$ cat src/rtl/uart_tx_if.sv
// rtl/uart_tx_if.sv - parallel word handshake between a producer and uart_tx
interface uart_tx_if #(
  parameter int DATA_BITS = 2
);
  logic [DATA_BITS-1:0] data;
  logic                 valid;
  logic                 ready;

  modport master (output data, output valid, input ready);
  modport slave  (input data, input valid, output ready);
endinterface

$ cat src/rtl/uart_tx.sv
// rtl/uart_tx.sv - FIFO-buffered UART transmitter, start/data(LSB first)/stop framing
module uart_tx #(
  parameter int CLK_FREQ   = 50000000,
  parameter int BAUD_RATE  = 9600,
  parameter int DATA_BITS  = 2,
  parameter int FIFO_DEPTH = 4
) (
  input  logic                          clk,
  input  logic                          rst_n,
  uart_tx_if.slave                      up,
  output logic                          tx,
  output logic                          busy,
  output logic [$clog2(FIFO_DEPTH):0]   fifo_count
);

  localparam int BAUD_TICK = CLK_FREQ / BAUD_RATE;
  localparam int CW        = (BAUD_TICK > 1) ? $clog2(BAUD_TICK) : 1;
  localparam int BW        = (DATA_BITS > 1) ? $clog2(DATA_BITS) : 1;
  localparam int PW        = $clog2(FIFO_DEPTH);
  localparam int NW        = PW + 1;

  typedef enum logic [1:0] {IDLE, START, DATA, STOP} state_t;

  logic [DATA_BITS-1:0] mem [FIFO_DEPTH];
  logic [PW-1:0]        wr_ptr, rd_ptr;
  logic                 push, pop;
  logic                 launch_q;

  state_t               state, state_next;
  logic                 tx_next;
  logic [DATA_BITS-1:0] shift, shift_next;
  logic [BW-1:0]        bit_cnt, bit_cnt_next;
  logic [CW-1:0]        baud_cnt, baud_cnt_next;
  logic                 bit_end;

  // Room is judged on the registered count only, so a same-cycle pop never frees a slot.
  assign up.ready = (fifo_count < NW'(FIFO_DEPTH));
  assign push     = up.valid && up.ready;
  assign busy     = (state != IDLE);
  assign bit_end  = (baud_cnt == CW'(BAUD_TICK - 1));

  // Queue storage; stale contents are harmless because the pointers are reset.
  always_ff @(posedge clk) begin
    if (push) mem[wr_ptr] <= up.data;
  end

  // Queue pointers and occupancy; pointers wrap naturally at the power-of-two depth.
  always_ff @(posedge clk or negedge rst_n) begin
    if (!rst_n) begin
      wr_ptr     <= '0;
      rd_ptr     <= '0;
      fifo_count <= '0;
    end else begin
      if (push) wr_ptr <= wr_ptr + 1'b1;
      if (pop)  rd_ptr <= rd_ptr + 1'b1;
      case ({push, pop})
        2'b10:   fifo_count <= fifo_count + 1'b1;
        2'b01:   fifo_count <= fifo_count - 1'b1;
        default: fifo_count <= fifo_count;
      endcase
    end
  end

  // Transmitter state; the idle launch waits one cycle after the queue turns non-empty,
  // which gives the two-edge accept-to-start-bit latency.
  always_ff @(posedge clk or negedge rst_n) begin
    if (!rst_n) begin
      state    <= IDLE;
      tx       <= 1'b1;
      shift    <= '0;
      bit_cnt  <= '0;
      baud_cnt <= '0;
      launch_q <= 1'b0;
    end else begin
      state    <= state_next;
      tx       <= tx_next;
      shift    <= shift_next;
      bit_cnt  <= bit_cnt_next;
      baud_cnt <= baud_cnt_next;
      launch_q <= (state == IDLE) && (fifo_count != '0);
    end
  end

  // Next-state, pop and line-level decisions at each bit boundary.
  always_comb begin
    state_next    = state;
    tx_next       = tx;
    shift_next    = shift;
    bit_cnt_next  = bit_cnt;
    baud_cnt_next = bit_end ? '0 : baud_cnt + 1'b1;
    pop           = 1'b0;
    case (state)
      IDLE: begin
        baud_cnt_next = '0;
        tx_next       = 1'b1;
        if (launch_q && fifo_count != '0) begin
          pop        = 1'b1;
          shift_next = mem[rd_ptr];
          state_next = START;
          tx_next    = 1'b0;
        end
      end
      START: begin
        if (bit_end) begin
          tx_next      = shift[0];
          bit_cnt_next = '0;
          state_next   = DATA;
        end
      end
      DATA: begin
        if (bit_end) begin
          if (bit_cnt == BW'(DATA_BITS - 1)) begin
            state_next = STOP;
            tx_next    = 1'b1;
          end else begin
            shift_next   = shift >> 1;
            bit_cnt_next = bit_cnt + 1'b1;
            tx_next      = shift_next[0];
          end
        end
      end
      STOP: begin
        if (bit_end) begin
          if (fifo_count != '0) begin
            pop        = 1'b1;
            shift_next = mem[rd_ptr];
            state_next = START;
            tx_next    = 1'b0;
          end else begin
            state_next = IDLE;
            tx_next    = 1'b1;
          end
        end
      end
      default: begin
        state_next = IDLE;
        tx_next    = 1'b1;
      end
    endcase
  end

endmodule

$ cat src/flat_wrapper.sv
// flat-port wrapper written by rule: the top's interface ports become plain ports
module uart_tx_flat 
#(
  parameter int CLK_FREQ   = 50000000,
  parameter int BAUD_RATE  = 9600,
  parameter int DATA_BITS  = 2,
  parameter int FIFO_DEPTH = 4
)
  (clk, rst_n, tx, busy, fifo_count, up_data, up_valid, up_ready);
  uart_tx_if #(.DATA_BITS(DATA_BITS)) up_i ();
  input  logic clk;
  input  logic rst_n;
  output logic tx;
  output logic busy;
  output logic [$clog2(FIFO_DEPTH):0] fifo_count;
  input wire logic [$bits(up_i.data)-1:0] up_data;
  input wire logic [$bits(up_i.valid)-1:0] up_valid;
  output wire logic [$bits(up_i.ready)-1:0] up_ready;
  assign up_i.data = up_data;
  assign up_i.valid = up_valid;
  assign up_ready = up_i.ready;
  uart_tx #(.CLK_FREQ(CLK_FREQ), .BAUD_RATE(BAUD_RATE), .DATA_BITS(DATA_BITS), .FIFO_DEPTH(FIFO_DEPTH)) u_core (.clk(clk), .rst_n(rst_n), .up(up_i), .tx(tx), .busy(busy), .fifo_count(fifo_count));
endmodule
$ cat config.mk
export PLATFORM = sky130hd
export DESIGN_NAME = uart_tx_flat
export DESIGN_NICKNAME = d
export VERILOG_FILES = /design/src/rtl/uart_tx_if.sv /design/src/rtl/uart_tx.sv /design/src/flat_wrapper.sv
export SDC_FILE = /design/constraint.sdc
export NUM_CORES = 1
export LEC_CHECK = 0
export ABC_AREA = 1
export CORE_MARGIN = 2
export CORE_UTILIZATION = 36
export DETAILED_ROUTE_END_ITERATION = 6
export PLACE_DENSITY = 0.61
export SYNTH_ARGS = -nofsm -noshare
export SYNTH_HDL_FRONTEND = slang
export SYNTH_SLANG_ARGS = --single-unit
$ cat constraint.sdc
create_clock -name clk -period 2.2 [get_ports clk]
set_clock_uncertainty 0.15 [all_clocks]
set_input_delay 0.55 -clock clk [delete_from_list [all_inputs] [get_ports clk]]
set_output_delay 0.55 -clock clk [all_outputs]
set_load 0.01 [all_outputs]
==> results by group, run 1 <==
Critical path
  • CP required: about 2.2 ns
  • Setup crit start kind: flip-flop
  • WS Path Type: flip-flop to flip-flop
  • Critical Path AT: approximately 2.2 ns
  • Crit-path max FO: 2
  • Crit. End Element: flip-flop

Clock tree
  • Skew-Pair Late Insertion Delay: around 0.28 ns
  • Clk pin slew, worst setup/hold paths: around 0.070 ns
  • CTS tree: done
  • Clk buf depth: 2
  • Cts hold-fix bufs: 0
  • Root buf cell: clkbuf_8
  • Sinks on the clock net: 35
  • Total CTS buffers: 5
  • H-Tree Depth: 2

Floorplan
  • IO Pins: 11
  • Core area: between 5000 and 6000 um^2
  • Initial Utilization: 36.71%
  • Die Y: 78.48 um
  • Total Die Area: approximately 6000 um^2
  • Die width: between 70 and 80 um
  • FP Rows: 27

Power
  • Total power: 1.739 mW
  • Pleak: approximately 1.2 nW
  • Pwr dens: roughly 700 nW/um^2
  • Max VDD drop: ~650 uV

Drt
  • First-pass iteration count of the detailed router: 4
  • DRT iter0 DRCs: 94
  • Drt wl/cell: around 11 um
  • Routed vias: between 1.5k and 2k
  • Final ANT Viol Nets: 0
  • Vias per cell: between 4 and 5
  • DRC viols: 0
  • Detailed Route WL: slightly below 4 mm

Logic synthesis
  • Synth top cells by count: 60 x nand2_1, 36 x inv_1, 32 x nor2_1, 26 x dfrtp_1, 16 x nand3_1
  • Yosys reg bits: 35
  • Cells after Synth: ~240
  • Post-synth EDFFs: 8
  • Top FF cell, synth: dfrtp_1
  • Post-synth net total: ~260
  • Synth top area cells: dfrtp_1 33%, edfxtp_1 12%, nand2_1 11%
  • Sequential area share after synthesis: between 40% and 50%
  • Netlist cell types: 28
  • Cell area after synthesis: 1997 um^2
  • Share of Yosys cell area claimed by the top area cell type: between 30% and 40%
  • Syn. warnings: 0
  • Post-Syn Area per Cell: a little over 8 um^2
  • Top-count cell post-synth: nand2_1
  • Largest area contributor in the netlist: dfrtp_1
  • Fraction of registers with async set or reset after synthesis: around 77%

Placed design
  • Placed inst area: roughly 2400 um^2
  • IO buf count: 10
  • Gp weighted congestion: approximately 0.90
  • Final HPWL DP: 3.012 mm
  • Dpl ws: -0.07088 ns
  • Placed insts: 348

GRT
  • Global-route wire length before repair: around 7.1 mm
  • Antenna violations before repair: 0
  • Number of global-route vias before repair: ~1.6k
  • GRT Residual Overflow: 0
  • Largest net degree at the start of global routing: 28
  • Gr usage total: approximately 15%

Cells and area
  • Fin nets: a little over 300
  • P&R area growth vs syn: 26.00%
  • # diodes: 0
  • Post-route insts no fill: 359
  • Util after Layout: between 40% and 50%
  • Finished Cell Area: roughly 2500 um^2
  • Layout cells sized above 1: approximately a fifth
  • Filler cells: approximately 540

STA
  • Setup TNS: -0.005406 ns
  • Fmax: 453.4 MHz
  • Unrepaired setup endpoints after global routing: yes
  • Rel. slew slack: between 70% and 80%
  • Slew Limit Fails: 0
  • Actual slew at the worst max-slew pin: between 0.3 and 0.4 ns
  • Worst setup margin: -0.005406 ns
  • Final Hold Vio Count: 0
  • Final setup vio count: 1
  • Min Clock Period, post-route: 2.205 ns
  • Hold_ws: roughly 0.32 ns
  • Fin crit share: 100.2%

Min path
  • Hold crit path type: flip-flop to flip-flop

Run
  • Max_cap viols: 0

Run status
  • Failing checks: setup timing
  • Status: complete, but fails checks
[cells in the final DEF, fill, tap and decap left out, types with 2 or more instances in the layout]
master            n
clkbuf_8          5
nor2_1           32
xor2_1            7
a21oi_2           2
inv_1            34
nand2_1          60
nor2_2            4
xnor2_1           2
nand2_2           3
o21ai_1           2
a21oi_1           6
nor3_1            4
ha_1             11
nor2_4            3
buf_4            26
edfxtp_1          8
inv_2             7
o21ai_0           4
dfrtp_1          26
nand3_1          16
clkdlybuf4s50_1   9
[area by class of cell]
cell class	instances	area, um^2	share of cell area [%]
flip-flops and latches	35	917.1	36.45
clock inverters	3	38.79	1.542
inverters	41	153.9	6.116
well taps	72	90.09	3.580
repair buffers	36	294.0	11.69
clock buffers	5	68.82	2.735
multi-input cells	167	953.4	37.89
[metal layers]
| layer | vias up | share of wire (%) | track usage (%) |
|---|---|---|---|
| li1 | 839 | - | - |
| met1 | 773 | 51 | 21.06 |
| met2 | 25 | 44 | 22.24 |
| met3 | 5 | 3.0 | 3.333 |
| met4 | 0 | 1.5 | 5.789 |
| met5 | - | 0 | 0 |
[worst max-delay path, cell delays in order, from the launching register on]
cell and delay (ns):
dfrtp_1 0.39, ha_4 0.16, nand2_4 0.04, inv_2 0.05
nand2_1 0.04, nor2_1 0.10, nand3_1 0.07, nand2_1 0.08
nand2_1 0.07, inv_1 0.06, ha_1 0.15, inv_2 0.05
fa_2 0.34, a21oi_2 0.12, o21ai_1 0.08, xor2_1 0.14
[worst paths after layout]
kind                                                    endpoint                         start  slack (ns)  depth (start not counted)
worst max-delay path            u_core.fifo_count[2]$_DFFE_PN0P_  u_core.baud_cnt[1]$_DFF_PN0_      -0.005                         15
worst min-delay path                       u_core.tx$_DFFE_PN1P_         u_core.tx$_DFFE_PN1P_        0.32                          2
worst max register to register  u_core.fifo_count[2]$_DFFE_PN0P_  u_core.baud_cnt[1]$_DFF_PN0_      -0.005                         15
worst min register to register             u_core.tx$_DFFE_PN1P_         u_core.tx$_DFFE_PN1P_        0.32                          2
max in group asynchronous                  u_core.tx$_DFFE_PN1P_                         rst_n        1.10                          2
min in group asynchronous           u_core.baud_cnt[6]$_DFF_PN0_                         rst_n        0.49                          2
[where the power goes]
group	switching, mW	leakage (nW)	total [mW]	internal, mW
combinational	0.211	0.758	0.390	0.179
clock	0.229	0.0556	0.560	0.332
sequential	0.0536	0.396	0.788	0.735
total	0.493	1.21	1.74	1.25
[cell families (layout without fill, tap and decap cells)]
family,count (synthesis),after routing,synth area share [%]
AOI/OAI and AO/OA,17,17,5.013
adders and majority gates,13,13,8.521
and+or+nand+nor,128,128,28.64
DFF,35,35,45.93
xor gates and xnor gates,9,9,3.948
buffers and inverters,42,85,7.957
[sequential cells by signal, summed over array words and instances (netlist names)]
signal / flops
u_core.mem: 8
u_core.shift: 2
u_core.wr_ptr: 2
u_core.launch_q: 1
u_core.state: 2
u_core.bit_cnt: 1
u_core.fifo_count: 3
u_core.rd_ptr: 2
u_core.tx: 1
u_core.baud_cnt: 13
[timing repair]
action / in CTS / in global routing
pin swaps: 2 / 1
setup buffers: 2 / 1
setup endpoints to repair: 3 / 2
resized for setup: 4 / 2
Power figures use the tool's default switching activity.
==> run 2, diff against run 1 <==
--- a/config.mk
+++ b/config.mk
@@ -6,8 +6,8 @@
 export NUM_CORES = 1
 export LEC_CHECK = 0
 export ABC_AREA = 1
-export CORE_MARGIN = 2
 export CORE_UTILIZATION = 36
+export CTS_BUF_LIST = sky130_fd_sc_hd__clkbuf_4 sky130_fd_sc_hd__clkbuf_8
 export DETAILED_ROUTE_END_ITERATION = 6
 export PLACE_DENSITY = 0.61
 export SYNTH_ARGS = -nofsm -noshare
==> results by group, run 2 (same netlist as run 1, synthesis figures left out) <==
STA
  • Fin crit share: 102.2%
  • Rel. slew slack: about three quarters
  • Unrepaired setup endpoints after global routing: yes
  • Final Hold Vio Count: 0
  • Slew Limit Fails: 0
  • Fmax: roughly 440 MHz
  • Final setup vio count: 1
  • Actual slew at the worst max-slew pin: 0.3676 ns
  • Worst setup margin: -0.04894 ns
  • Min Clock Period, post-route: approximately 2.2 ns

Floorplan
  • FP Rows: 26
  • Die width: around 76 um
  • Die Y: between 70 and 80 um
  • Total Die Area: 5849 um^2
  • IO Pins: 11
  • Initial Utilization: a little under two fifths
  • Core area: roughly 5200 um^2

Critical path
  • CP required: approximately 2.2 ns
  • Setup crit start kind: flip-flop
  • WP buf/inv: 3
  • Crit path max-delay family: adder cells
  • Critical Path AT: ~2.3 ns
  • Crit path largest cell delay: around 0.36 ns
  • CP max-delay cell: dfrtp_1
  • Worst R2R Start: u_core.baud_cnt[1]$_DFF_PN0_
  • Crit-path cells: ha_2, nand2_4, inv_2, nand2_1, nor2_1, nand3_1, nand2_1, nand2_1, inv_1, ha_2, inv_2, fa_2, a21oi_2, o21ai_1, xor2_1
  • WS Path Type: flip-flop to flip-flop
  • Worst reg2reg setup slack: -0.05 ns
  • Crit Reg-Reg Endpoint: u_core.fifo_count[2]$_DFFE_PN0P_
  • Worst r2r path cells: 15
  • Crit. End Element: flip-flop
  • Most used cell, CP: nand2_1
  • Crit-path max FO: 2

Drt
  • DRC viols: 0
  • DRT iter0 DRCs: between 80 and 90
  • Drt wl/cell: 10.98 um
  • First-pass iteration count of the detailed router: 5
  • Vias per cell: between 4 and 5
  • Detailed Route WL: just under 4 mm
  • Routed vias: between 1.5k and 2k
  • Final ANT Viol Nets: 0

Clock tree
  • Total CTS buffers: 5
  • Clk buf depth: 2
  • Cts hold-fix bufs: 0
  • H-Tree Depth: 2
  • Root buf cell: clkbuf_8
  • Clk pin slew, worst setup/hold paths: 0.08 ns
  • Skew-Pair Late Insertion Delay: between 0.2 and 0.3 ns
  • Sinks on the clock net: 35
  • CTS tree: done

Cells and area
  • Commonest non-fill, non-tap cell in the layout: nand2_1
  • Most frequent cells in the layout: 60 x nand2_1, 34 x inv_1, 32 x nor2_1, 26 x dfrtp_1, 25 x buf_4
  • Post-route insts no fill: 356
  • Layout cells sized above 1: 20.98%
  • Fin nets: between 300 and 400
  • Biggest regs: u_core.baud_cnt: 13 flops, u_core.mem: 8 flops, u_core.fifo_count: 3 flops
  • Max reg flops: 13
  • # diodes: 0
  • Largest register by flop count: u_core.baud_cnt
  • P&R area growth vs syn: 25.13%

GRT
  • Largest net degree at the start of global routing: 28
  • Number of global-route vias before repair: around 1.5k
  • GRT Residual Overflow: 0
  • Antenna violations before repair: 0
  • Gr usage total: between 10% and 20%
  • Global-route wire length before repair: just under 7 mm

Placed design
  • Placed insts: about 340
  • IO buf count: 10
  • Final HPWL DP: roughly 2.9 mm
  • Gp weighted congestion: roughly 0.84
  • Dpl ws: -0.06853 ns

Min path
  • Hold Startpoint: u_core.tx$_DFFE_PN1P_
  • Worst Hold Path EP: u_core.tx$_DFFE_PN1P_
  • Hold crit path type: flip-flop to flip-flop
  • Hold Path Stages: 2

Power
  • Pleak: between 1 and 1.5 nW
  • Pwr dens: ~700 nW/um^2
  • Max VDD drop: 627.4 uV
  • Total power: ~1.8 mW

Run status
  • Status: complete, but fails checks
  • Failing checks: setup timing

Run
  • Max_cap viols: 0
-- run 2: cell count changes in the layout (fill, tap and decap cells not counted) --
cell	before	now
buf_4	26	25
clkinv_1	1	0
clkinv_4	0	1
ha_1	11	10
ha_2	0	2
ha_4	1	0
nor2_2	4	5
nor2_4	3	2
o21ai_0	4	3
o21ai_1	2	3
-- run 2: power breakdown --
| group | internal, mW | total [mW] | switching [mW] |
|---|---|---|---|
| Sequential | 0.735 | 0.779 | 0.0444 |
| Combinational | 0.188 | 0.401 | 0.213 |
| Clock | 0.337 | 0.572 | 0.235 |
-- run 2: repair_timing --
| item | CTS | global route |
|---|---|---|
| buffers inserted | 2 | 2 |
| gates resized for setup | 2 | 4 |
| pin swaps | 2 | 2 |
| setup endpoints to repair | 2 | 2 |
-- run 2: cell type report --
type / count / area [um^2]
Timing Repair Buffer: 35 / 286.5
Fill cell: 506 / 2739
Inverter: 41 / 153.9
Clock buffer: 5 / 68.82
Sequential cell: 35 / 917.1
Clock inverter: 3 / 43.79
Tap cell: 70 / 87.58
Multi-Input combinational cell: 167 / 940.9
-- run 2: through the flow --
step	hold slack, ns	cell area [um^2]	setup TNS [ns]	util (%)
finish	0.3199	2499	-0.04894	47.71
global route	0.3748	2499	-0.2406	47.71
CTS	0.3232	2474	-0.04035	47.23
detailed placement	0.3084	2347	-0.06853	44.82
global placement	0.3077	2347	-0.009974	44.82
floorplan	0.1044	2007	-0.04709	-
-- run 2: per-layer routing --
| layer | wire (um) | track usage [%] | share of wire (%) |
|---|---|---|---|
| met1 | 2084 | 21.41 | 53 |
| met3 | 110 | 3.593 | 2.8 |
| met4 | 53 | 5.769 | 1.4 |
| met2 | 1661 | 21.71 | 42 |
| met5 | 0 | 0 | 0 |
-- run 2: worst register-to-register path, cell delays in order, from the launching register on --
cell,delay [ns]
dfrtp_1,0.36
ha_2,0.21
nand2_4,0.05
inv_2,0.05
nand2_1,0.04
nor2_1,0.08
nand3_1,0.07
nand2_1,0.08
nand2_1,0.07
inv_1,0.06
ha_2,0.17
inv_2,0.04
fa_2,0.34
a21oi_2,0.12
o21ai_1,0.08
xor2_1,0.14
-- run 2: worst max-delay path by stage --
| stage | endpoint | startpoint | slack [ns] | cells after the start |
|---|---|---|---|---|
| floorplan | u_core.fifo_count[2]$_DFFE_PN0P_ | u_core.baud_cnt[0]$_DFF_PN0_ | -0.05 | 15 |
| global placement | u_core.fifo_count[2]$_DFFE_PN0P_ | u_core.state[1]$_DFFE_PN0P_ | -0.01 | 13 |
| detailed placement | u_core.fifo_count[2]$_DFFE_PN0P_ | u_core.state[1]$_DFFE_PN0P_ | -0.07 | 13 |
| CTS | u_core.fifo_count[2]$_DFFE_PN0P_ | u_core.baud_cnt[0]$_DFF_PN0_ | -0.04 | 15 |
| global route | u_core.fifo_count[2]$_DFFE_PN0P_ | u_core.baud_cnt[1]$_DFF_PN0_ | -0.19 | 15 |
| finish | u_core.fifo_count[2]$_DFFE_PN0P_ | u_core.baud_cnt[1]$_DFF_PN0_ | -0.05 | 15 |
==> run 3, diff against run 2 <==
--- a/config.mk
+++ b/config.mk
@@ -10,6 +10,7 @@
 export CTS_BUF_LIST = sky130_fd_sc_hd__clkbuf_4 sky130_fd_sc_hd__clkbuf_8
 export DETAILED_ROUTE_END_ITERATION = 6
 export PLACE_DENSITY = 0.61
+export SLEW_MARGIN = 20
 export SYNTH_ARGS = -nofsm -noshare
 export SYNTH_HDL_FRONTEND = slang
 export SYNTH_SLANG_ARGS = --single-unit
==> results of run 3 <==
No change in the layout: final DEF, timing and power equal those of run 2.
